[config.mk]
export PLATFORM = sky130hd
export DESIGN_NAME = bios_transmitter
export DESIGN_NICKNAME = d
export VERILOG_FILES = /design/src/rtl/bios_transmitter.sv
export SDC_FILE = /design/constraint.sdc
export NUM_CORES = 1
export LEC_CHECK = 0
export ABC_AREA = 1
export BUFFER_PORTS_ARGS = -buffer_cell sky130_fd_sc_hd__buf_2
export CORE_MARGIN = 2
export CORE_UTILIZATION = 30
export CTS_CLUSTER_DIAMETER = 200
export DETAILED_ROUTE_END_ITERATION = 8
export GPL_ROUTABILITY_DRIVEN = 1
export PLACE_DENSITY = 0.48
export SLEW_MARGIN = 10
export SYNTH_ARGS = -nofsm -noshare
export SYNTH_HDL_FRONTEND = slang
export SYNTH_SLANG_ARGS = --single-unit
[constraint.sdc]
create_clock -name clock -period 2.1 [get_ports clock]
set_input_delay 0.21 -clock clock [delete_from_list [all_inputs] [get_ports clock]]
set_output_delay 0.21 -clock clock [all_outputs]
set_load 0.02 [all_outputs]
[src/rtl/bios_transmitter.sv]
// Host-side boot-image sender: takes 32-bit words over valid/ready and shifts each one
// out as four back-to-back 8N1 UART frames, low byte first.
module bios_transmitter #(
  parameter int unsigned CLKS_PER_BIT = 16
) (
  input  logic        clock,
  input  logic        reset,
  input  logic [31:0] data_in,
  input  logic        valid,
  input  logic        last,
  output logic        ready,
  output logic        tx,
  output logic        busy,
  output logic        word_sent,
  output logic        done
);

  localparam int unsigned CntW = $clog2(CLKS_PER_BIT);
  localparam logic [CntW-1:0] CntMax = CntW'(CLKS_PER_BIT - 1);

  typedef enum logic [1:0] {StIdle, StStart, StData, StStop} state_e;

  state_e          state_q;
  logic [CntW-1:0] cnt_q;
  logic [2:0]      bit_q;
  logic [1:0]      byte_q;
  logic [31:0]     word_q;
  logic            last_q;

  logic [7:0]      cur_byte;
  logic            bit_end;

  assign cur_byte = 8'(word_q >> {byte_q, 3'b000});
  assign bit_end  = (cnt_q == CntMax);

  always_ff @(posedge clock) begin
    if (reset) begin
      state_q   <= StIdle;
      cnt_q     <= '0;
      bit_q     <= '0;
      byte_q    <= '0;
      word_q    <= '0;
      last_q    <= 1'b0;
      tx        <= 1'b1;
      ready     <= 1'b1;
      busy      <= 1'b0;
      word_sent <= 1'b0;
      done      <= 1'b0;
    end else begin
      word_sent <= 1'b0;
      done      <= 1'b0;
      // Cycle counter only runs while a word is in flight and restarts at every bit edge.
      if (state_q == StIdle || bit_end) begin
        cnt_q <= '0;
      end else begin
        cnt_q <= cnt_q + 1'b1;
      end

      case (state_q)
        StIdle: begin
          if (valid && ready) begin
            word_q  <= data_in;
            last_q  <= last;
            byte_q  <= '0;
            bit_q   <= '0;
            tx      <= 1'b0;
            ready   <= 1'b0;
            busy    <= 1'b1;
            state_q <= StStart;
          end
        end
        StStart: begin
          if (bit_end) begin
            bit_q   <= '0;
            tx      <= cur_byte[0];
            state_q <= StData;
          end
        end
        StData: begin
          if (bit_end) begin
            if (bit_q == 3'd7) begin
              tx      <= 1'b1;
              state_q <= StStop;
            end else begin
              bit_q <= bit_q + 3'd1;
              tx    <= cur_byte[bit_q + 3'd1];
            end
          end
        end
        StStop: begin
          if (bit_end) begin
            if (byte_q == 2'd3) begin
              byte_q    <= '0;
              ready     <= 1'b1;
              busy      <= 1'b0;
              word_sent <= 1'b1;
              done      <= last_q;
              state_q   <= StIdle;
            end else begin
              byte_q  <= byte_q + 2'd1;
              tx      <= 1'b0;
              state_q <= StStart;
            end
          end
        end
        default: state_q <= StIdle;
      endcase
    end
  end

endmodule

## After elaboration in Yosys (flattened, before gate mapping)

Index checks and enable logic that the tools add are counted.

- Equal/unequal tests: 14
- Bitwise logic cells: 3
- Shifts and indexed selects: 1
- Reduce and logical (&&, ||, !) cells: 14
- Add/subtract/negate cells: 3
- Muxes and demuxes: 33
- $lt $le $gt $ge: 1

Operator list:

| cell | count |
|---|---|
| $shr A32 B5 Y8 | 1 |
| $mux W2 | 8 |
| $reduce_and A5 Y1 | 3 |
| $mux W1 | 14 |
| $ne A2 B2 Y1 const B | 7 |
| $mux W3 | 4 |
| $pmux W3 S3 | 1 |
| $pmux W2 S4 | 1 |
| $eq A2 B2 Y1 const B | 3 |
| $add A4 B1 Y4 const B | 1 |
| $eq A4 B4 Y1 const B | 1 |
| $lt A3 B4 Y1 const B | 1 |
| $pmux W1 S2 | 2 |
| $pmux W1 S4 | 1 |
| $pmux W2 S2 | 1 |
| $reduce_and A4 Y1 | 1 |
| $reduce_or A4 Y1 | 1 |
| $add A3 B1 Y3 const B | 1 |
| $bmux W1 S3 | 1 |
| $eq A3 B3 Y1 const B | 1 |
| $not A1 Y1 | 3 |
| $reduce_and A3 Y1 | 1 |
| $reduce_bool A3 Y1 | 1 |
| $reduce_or A3 Y1 | 1 |
| 9 further kinds | 9 |

- Register bits after elaboration: 49
- Output and inout port bits: 5

## Depth between registers and ports, before layout

Gate-level depths: netlist of run 1.

- Depth in word-level cells: 6
- Depth in mapped cells: 14
- Gate-level depth less buffers: 13

## Least setup slack after synthesis of run 1

No wires, ideal clock.

- Path kind: register to register
- Start: register state_q[0]
- End: register ready
- Setup slack: 652 ps
- Arrival time: 1,334 ps
- Period minus slack after synthesis: 1,448 ps
- Path buffers: 0
- Cell stages (with the launch flop): 8
- Setup time: 115 ps
- Path through: dfxtp_1 > inv_1 > ha_1 > nand3_1 > o21ai_0 > nand2_1 > o21ai_0 > o21a_1

- Word-level cells in the longest chain between the ends: 3
- Elaborated cells on any way between the ends: 8
- Those cells by class: 4 x eq/ne; 1 x mux; 3 x reduce/logical

RTL lines:

| item | line | source |
|---|---|---|
| start: declaration | 23 | `state_e state_q;` |
| start signal: assignment | 38 | `state_q <= StIdle;` |
| start signal: assignment | 69 | `state_q <= StStart;` |
| start signal: assignment | 76 | `state_q <= StData;` |
| $eq A2 B2 Y1 or $logic_not A2 Y1 (tied branches) | 59 | `case (state_q)` |
| $ne A2 B2 Y1 (no line), or another cell as far along | - |  |
| $reduce_and A4 Y1 (no line) | - |  |
| end signal: assignment | 45 | `ready <= 1'b1;` |
| end signal: assignment | 67 | `ready <= 1'b0;` |
| end signal: assignment | 94 | `ready <= 1'b1;` |
| end: declaration | 11 | `output logic ready,` |

Parallel ways exist; a longest one is shown, timed or not.
A chain may end at the register's enable or synchronous reset.

## Final worst setup path of run 1

- Start: register state_q[1]
- End: register busy

- Word-level cells in the longest chain between the ends: 3
- Elaborated cells on any way between the ends: 8
- Those cells by class: 4 x eq/ne; 1 x mux; 3 x reduce/logical

RTL lines:

| item | line | source |
|---|---|---|
| $eq A2 B2 Y1 or $logic_not A2 Y1 (tied branches) | 59 |  |
| $ne A2 B2 Y1 (no line), or another cell as far along | - |  |
| $reduce_and A4 Y1 (no line) | - |  |
| end signal: assignment | 46 | `busy <= 1'b0;` |
| end signal: assignment | 68 | `busy <= 1'b1;` |
| end signal: assignment | 95 | `busy <= 1'b0;` |
| end: declaration | 13 | `output logic busy,` |

Parallel ways exist; a longest one is shown, timed or not.

==> impl_metrics.env, run 1 <==
export IMPL_status="finished clean"
export IMPL_cts_max_path_buffers=2
export IMPL_syn_num_nets=360
export IMPL_htreeDepth=2
export IMPL_gp_congestion=0.775
export IMPL_hold_viol=0
export IMPL_p_leak_nw=1.19
export IMPL_fin_ws_ns=0.336
export IMPL_setup_tns_ns=0
export IMPL_clkTransAtPathRegs_ns=0.08
export IMPL_cts_buffers=5
export IMPL_finalClockSkew_ns=0.00317
export IMPL_post_dp_hpwl_mm=3.96
export IMPL_cts_tree="yes"
export IMPL_die_x_um=91.2
export IMPL_pre_cts_ws_ns=0.363
export IMPL_synthToLayoutAreaGrowth_pct=16.5
export IMPL_dr_max_layer_used="met4"
export IMPL_avgSynthCellArea_um2=7.23
export IMPL_place_area_mm2=0.00258
export IMPL_via_count=2021
export IMPL_grt_overflow=0
export IMPL_routed_wl_mm=5.30
export IMPL_fin_crit_ns=1.76
export IMPL_slew_headroom_pct=73.6
export IMPL_slowest_delay_ns=0.33
export IMPL_max_freq_mhz=567
export IMPL_clock_latency_ns=0.30
export IMPL_grt_max_degree=32
export IMPL_grt_pass1_wl_mm=9.29
export IMPL_fill_cells=818
export IMPL_end_kind="register"
export IMPL_slew_violations=0
export IMPL_synth_edf_count=0
export IMPL_fin_crit_sh_pct=84.0
export IMPL_design_area_mm2=0.00266
export IMPL_port_buffers=40
export IMPL_ir_worst_vdd_v=0.000446
export IMPL_io_pin_count=41
export IMPL_synth_cells=316
export IMPL_nets=399
export IMPL_multiInputGateArea_mm2=0.00103
export IMPL_grt_pass1_vias=1963
export IMPL_synth_cell_type_count=25
export IMPL_crit_type="reg2reg"
export IMPL_mostFrequentLayoutCell="nand2_1"
export IMPL_cts_resized=0
export IMPL_coreArea_mm2=0.00733
export IMPL_layout_common_cells="65 x nand2_1, 49 x dfxtp_1, 45 x inv_1"
export IMPL_die_area_mm2=0.00833
export IMPL_grtUsageTotal_pct=13.8
export IMPL_antenna_found_initial=0
export IMPL_min_path_type="in2reg"
export IMPL_rsz0062_at_grt="no"
export IMPL_drcViolationCount=0
export IMPL_synthesis_area_mm2=0.00228
export IMPL_async_reset_ff_share_pct=0
export IMPL_row_count=31
export IMPL_wl_met3_um=260
export IMPL_setup_viol=0
export IMPL_drive_above_1_share_pct=17.4
export IMPL_met2WireLength_mm=2.12
export IMPL_seq_area_um2=981
export IMPL_drtIter0Drc=93
export IMPL_die_y_um=91.2
export IMPL_total_power_mw=3.21
export IMPL_n_antenna_cell=0
export IMPL_synth_seq_cells=49
export IMPL_cts_sinks=49
export IMPL_wl_met1_mm=2.85
export IMPL_ant_nets=0
export IMPL_root_buffer="clkbuf_8"
export IMPL_via_per_inst=4.44
export IMPL_ys_flop_type="dfxtp_1"
export IMPL_arrival_ns=1.96
export IMPL_slowest_stage="dfxtp_1"
export IMPL_crit_path_frequent_cell="o21ai_0"
export IMPL_yosysSeqAreaShare_pct=43.0
export IMPL_postCtsSetupBuffers=0
export IMPL_yosysWarnings=0
export IMPL_crit_fanout=14
export IMPL_routedWlPerCell_um=11.7
export IMPL_tightest_slew_ns=0.396
export IMPL_dr_pass1_iters=4
export IMPL_drv_cap=0
export IMPL_p_per_area_mw_per_mm2=1210
export IMPL_start_kind="register"
export IMPL_initial_core_util_pct=31.1
export IMPL_cts_hold_buf=0
export IMPL_critical_path_required_ns=2.29
export IMPL_path_cells="inv_1 > ha_1 > nand3_2 > o21ai_0 > nand2_1 > o21ai_0 > o21ai_0"
==> metrics by stage <==
stage	hold WS (ns)	utilization [%]	instances
final	0.145	36.3	455
after global routing	0.146	36.3	455
after CTS	0.142	36.3	455
after detailed placement	0.438	35.2	447
after global placement	0.435	35.2	447
after floorplan	0.355	-	316
==> worst paths after layout <==
check,to,cells after the start,slack [ns],startpoint
max,busy$_SDFFE_PP0P_,7,0.34,state_q[1]$_SDFFE_PP0P_
min,word_q[5]$_SDFFE_PP0P_,3,0.14,data_in[5]
max reg2reg,busy$_SDFFE_PP0P_,7,0.34,state_q[1]$_SDFFE_PP0P_
min reg2reg,cnt_q[0]$_SDFF_PP0_,1,0.45,cnt_q[0]$_SDFF_PP0_
==> cell type report <==
cell class | instances | area share, %
timing repair buffer | 47 | 9.50
inverter | 48 | 7.06
tap | 99 | 4.66
sequential | 49 | 36.9
clock buffer | 8 | 3.01
multi-input combinational | 204 | 38.9
==> flip-flops by register name (all words and copies together) (netlist names) <==
signal and count:
word_q 32, byte_q 2, state_q 2, busy 1, bit_q 3, ready 1, cnt_q 4, tx 1
done 1, last_q 1, word_sent 1
==> critical path: cells and delay by family (launching register included) <==
kind / cells / cell delay (ns)
adders and majority gates: 1 / 0.28
buffers and inverters: 1 / 0.11
and+or+nand+nor: 2 / 0.41
DFF: 1 / 0.33
AOI/OAI and AO/OA: 3 / 0.51
==> kinds of logic (layout without fill, tap and decap cells) <==
kind of cell	after synthesis	after routing	share of synthesized area (%)
and+or+nand+nor	111	111	20.7
AOI/OAI and AO/OA	84	84	19.6
DFF	49	49	43.0
buffers and inverters	63	103	11.9
adders and majority gates	8	8	4.38
xor gates and xnor gates	1	1	0.384
==> cell usage after synthesis, types with 2 or more instances <==
cell | n | area (um^2)
buf_6 | 2 | 22.5
a21oi_1 | 42 | 210
a211oi_1 | 4 | 30.0
nand2_2 | 2 | 12.5
nand3_1 | 31 | 155
nor2_1 | 9 | 33.8
buf_2 | 2 | 10.0
o211ai_2 | 2 | 25.0
ha_1 | 8 | 100
inv_1 | 45 | 169
clkbuf_1 | 10 | 37.5
nand2_1 | 65 | 244
o21ai_0 | 34 | 170
dfxtp_1 | 49 | 981
==> routing by layer <==
metal	track usage [%]	up-vias
met2	20.6	44
met1	19.6	871
met3	3.32	7
li1	-	1099
met4	4.42	0
met5	0	-
==> power breakdown <==
group	switching (mW)	internal (mW)	total, mW
combinational	0.844	0.492	1.34
clock	0.297	0.237	0.534
sequential	0.141	1.20	1.34
total	1.28	1.93	3.21
Note: power is estimated with default switching activity, not from simulation.
==> inputs of run 2 (changes only) <==
--- a/config.mk
+++ b/config.mk
@@ -12,7 +12,7 @@
 export CTS_CLUSTER_DIAMETER = 200
 export DETAILED_ROUTE_END_ITERATION = 8
 export GPL_ROUTABILITY_DRIVEN = 1
-export PLACE_DENSITY = 0.48
+export PLACE_DENSITY = 0.5
 export SLEW_MARGIN = 10
 export SYNTH_ARGS = -nofsm -noshare
 export SYNTH_HDL_FRONTEND = slang
==> constraint.sdc (replaced) <==
create_clock -name clock -period 1.4 [get_ports clock]
set_input_delay 0.14 -clock clock [delete_from_list [all_inputs] [get_ports clock]]
set_output_delay 0.14 -clock clock [all_outputs]
set_load 0.02 [all_outputs]
==> run 2 against run 1 <==
Net effect:
- the flow now finishes with violations (negative setup slack)
- critical path depth grew 2
- sequential power grew 52%
- sequential cell count is the same
- final cell count grew 4.8%
- power grew 90%
- global-route usage shrank 0.21 points
- clock skew grew 0.0049 ns
- clock power grew 99%
- sequential share of layout area shrank 6.0 points
- die area is the same
- wire length grew 11%
- critical path type unchanged
- critical endpoint is now bit_q[2]$_SDFFE_PP0P_
==> impl_metrics.env, run 2 (synthesized netlist as in run 1, its figures left out) <==
export IMPL_rsz0062_at_grt="yes"
export IMPL_arrival_ns=1.67
export IMPL_slew_violations=0
export IMPL_cts_tree="yes"
export IMPL_tightest_slew_ns=0.215
export IMPL_drcViolationCount=0
export IMPL_min_from="data_in[5]"
export IMPL_die_area_mm2=0.00833
export IMPL_cts_max_path_buffers=2
export IMPL_hold_viol=0
export IMPL_p_per_area_mw_per_mm2=1900
export IMPL_max_freq_mhz=696
export IMPL_grt_pass1_vias=2015
export IMPL_timing_rr_start="bit_q[1]$_SDFFE_PP0P_"
export IMPL_pre_cts_ws_ns=-0.0957
export IMPL_row_count=31
export IMPL_htreeDepth=2
export IMPL_io_pin_count=41
export IMPL_root_buffer="clkbuf_8"
export IMPL_fill_cells=779
export IMPL_status="complete, but fails checks"
export IMPL_gp_congestion=0.771
export IMPL_violations="negative setup slack"
export IMPL_drive_above_1_share_pct=38.4
export IMPL_grt_overflow=0
export IMPL_fin_crit_ns=1.44
export IMPL_port_buffers=40
export IMPL_setup_viol=2
export IMPL_fin_crit_sh_pct=103
export IMPL_critical_path_required_ns=1.64
export IMPL_finalClockSkew_ns=0.00811
export IMPL_clock_latency_ns=0.30
export IMPL_cts_hold_buf=0
export IMPL_crit_buf_inv=2
export IMPL_grt_max_degree=30
export IMPL_initial_core_util_pct=31.1
export IMPL_design_area_mm2=0.00322
export IMPL_clkTransAtPathRegs_ns=0.09
export IMPL_nets=421
export IMPL_end_kind="register"
export IMPL_synthToLayoutAreaGrowth_pct=40.9
export IMPL_rrSetupSlack_ns=-0.04
export IMPL_slew_headroom_pct=85.5
export IMPL_antenna_found_initial=0
export IMPL_ant_nets=0
export IMPL_slowest_delay_ns=0.35
export IMPL_routed_wl_mm=5.87
export IMPL_path_delay_family="flip-flops"
export IMPL_routedWlPerCell_um=12.3
export IMPL_drtIter0Drc=91
export IMPL_place_area_mm2=0.00271
export IMPL_cts_buffers=5
export IMPL_via_count=2199
export IMPL_grt_pass1_wl_mm=9.21
export IMPL_crit_type="reg2reg"
export IMPL_via_per_inst=4.61
export IMPL_post_route_util_pct=43.9
export IMPL_drv_cap=0
export IMPL_hold_depth=3
export IMPL_r2r_end="bit_q[2]$_SDFFE_PP0P_"
export IMPL_slowest_stage="dfxtp_2"
export IMPL_mostFrequentLayoutCell="nand2_1"
export IMPL_min_path_type="in2reg"
export IMPL_n_antenna_cell=0
export IMPL_ir_worst_vdd_v=0.000620
export IMPL_path_cells="ha_4 > ha_4 > nor2_4 > inv_2 > o21ai_2 > nand2_2 > inv_2 > nor2_2 > a211oi_2"
export IMPL_whs_endpoint="word_q[5]$_SDFFE_PP0P_"
export IMPL_largest_reg_flops=32
export IMPL_crit_fanout=4
export IMPL_fin_ws_ns=-0.0368
export IMPL_post_dp_hpwl_mm=4.03
export IMPL_p_leak_nw=1.36
export IMPL_largest_register="word_q"
export IMPL_layout_common_cells="52 x nand2_1, 41 x dfxtp_1, 40 x inv_1, 40 x buf_2, 39 x a21oi_1"
export IMPL_dr_pass1_iters=4
export IMPL_top_regs="word_q x32, cnt_q x4, bit_q x3"
export IMPL_coreArea_mm2=0.00733
export IMPL_die_y_um=91.2
export IMPL_cts_sinks=49
export IMPL_die_x_um=91.2
export IMPL_grtUsageTotal_pct=13.6
export IMPL_start_kind="register"
export IMPL_ff2ff_path_depth=9
run 2: worst register-to-register path, delay by kind of cell, from the launching register on:
family                   cells  cell delay [ns]
flip-flops                   1             0.35
buffers and inverters        2             0.16
adder cells (fa/ha/maj)      2             0.32
AND/OR/NAND/NOR              3             0.22
AO/OA/AOI/OAI                2             0.32
run 2: worst max path at each step:
| stage | from | endpoint | cells past startpoint | slack [ns] |
|---|---|---|---|---|
| detailed placement | state_q[1]$_SDFFE_PP0P_ | busy$_SDFFE_PP0P_ | 7 | -0.1 |
| global route | bit_q[1]$_SDFFE_PP0P_ | bit_q[2]$_SDFFE_PP0P_ | 9 | -0.14 |
| finish | bit_q[1]$_SDFFE_PP0P_ | bit_q[2]$_SDFFE_PP0P_ | 9 | -0.04 |
| CTS | state_q[0]$_SDFFE_PP0P_ | byte_q[0]$_SDFFE_PP0P_ | 6 | -0.005 |
| floorplan | cnt_q[0]$_SDFF_PP0_ | state_q[0]$_SDFFE_PP0P_ | 8 | 0.003 |
| global placement | bit_q[0]$_SDFFE_PP0P_ | bit_q[0]$_SDFFE_PP0P_ | 7 | -0.04 |
run 2: per-layer routing:
| metal | GRT usage (%) | vias to the layer above | part of all wire, % |
|---|---|---|---|
| li1 | - | 1146 | - |
| met1 | 17.7 | 1008 | 49 |
| met2 | 22.3 | 37 | 45 |
| met3 | 3.15 | 8 | 3.7 |
| met4 | 4.29 | 0 | 1.6 |
| met5 | 0 | - | 0 |
run 2: per-stage QoR:
stage | hold WS [ns] | total power [mW] | cells | setup TNS (ns)
final | 0.0745 | 6.11 | 477 | -0.0400
after CTS | 0.0655 | 5.46 | 469 | -0.0141
after detailed placement | 0.394 | 4.29 | 461 | -0.540
after global placement | 0.390 | 4.28 | 461 | -0.175
after global routing | 0.0779 | 6.59 | 477 | -1.85
after floorplan | 0.285 | 3.59 | 316 | 0
run 2: area by class of cell:
type / instances / area (um^2) / area share [%]
Sequential cell: 49 / 993 / 30.9
Clock buffer: 7 / 86.3 / 2.68
Inverter: 48 / 208 / 6.46
Tap cell: 99 / 124 / 3.85
Clock inverter: 1 / 30.0 / 0.933
Multi-Input combinational cell: 204 / 1300 / 40.3
Timing Repair Buffer: 69 / 479 / 14.9
run 2: repair_timing:
item | in CTS | in global routing
pin swaps | 6 | 19
buffers inserted | 0 | 7
gates cloned | 0 | 1
setup endpoints to repair | 20 | 34
resized for setup | 24 | 68
run 2: power breakdown:
| group | switching, mW | total (mW) | internal (mW) | leakage [nW] |
|---|---|---|---|---|
| sequential | 0.228 | 2.04 | 1.81 | 0.407 |
| combinational | 1.70 | 3.01 | 1.31 | 0.894 |
| clock | 0.473 | 1.06 | 0.583 | 0.0585 |
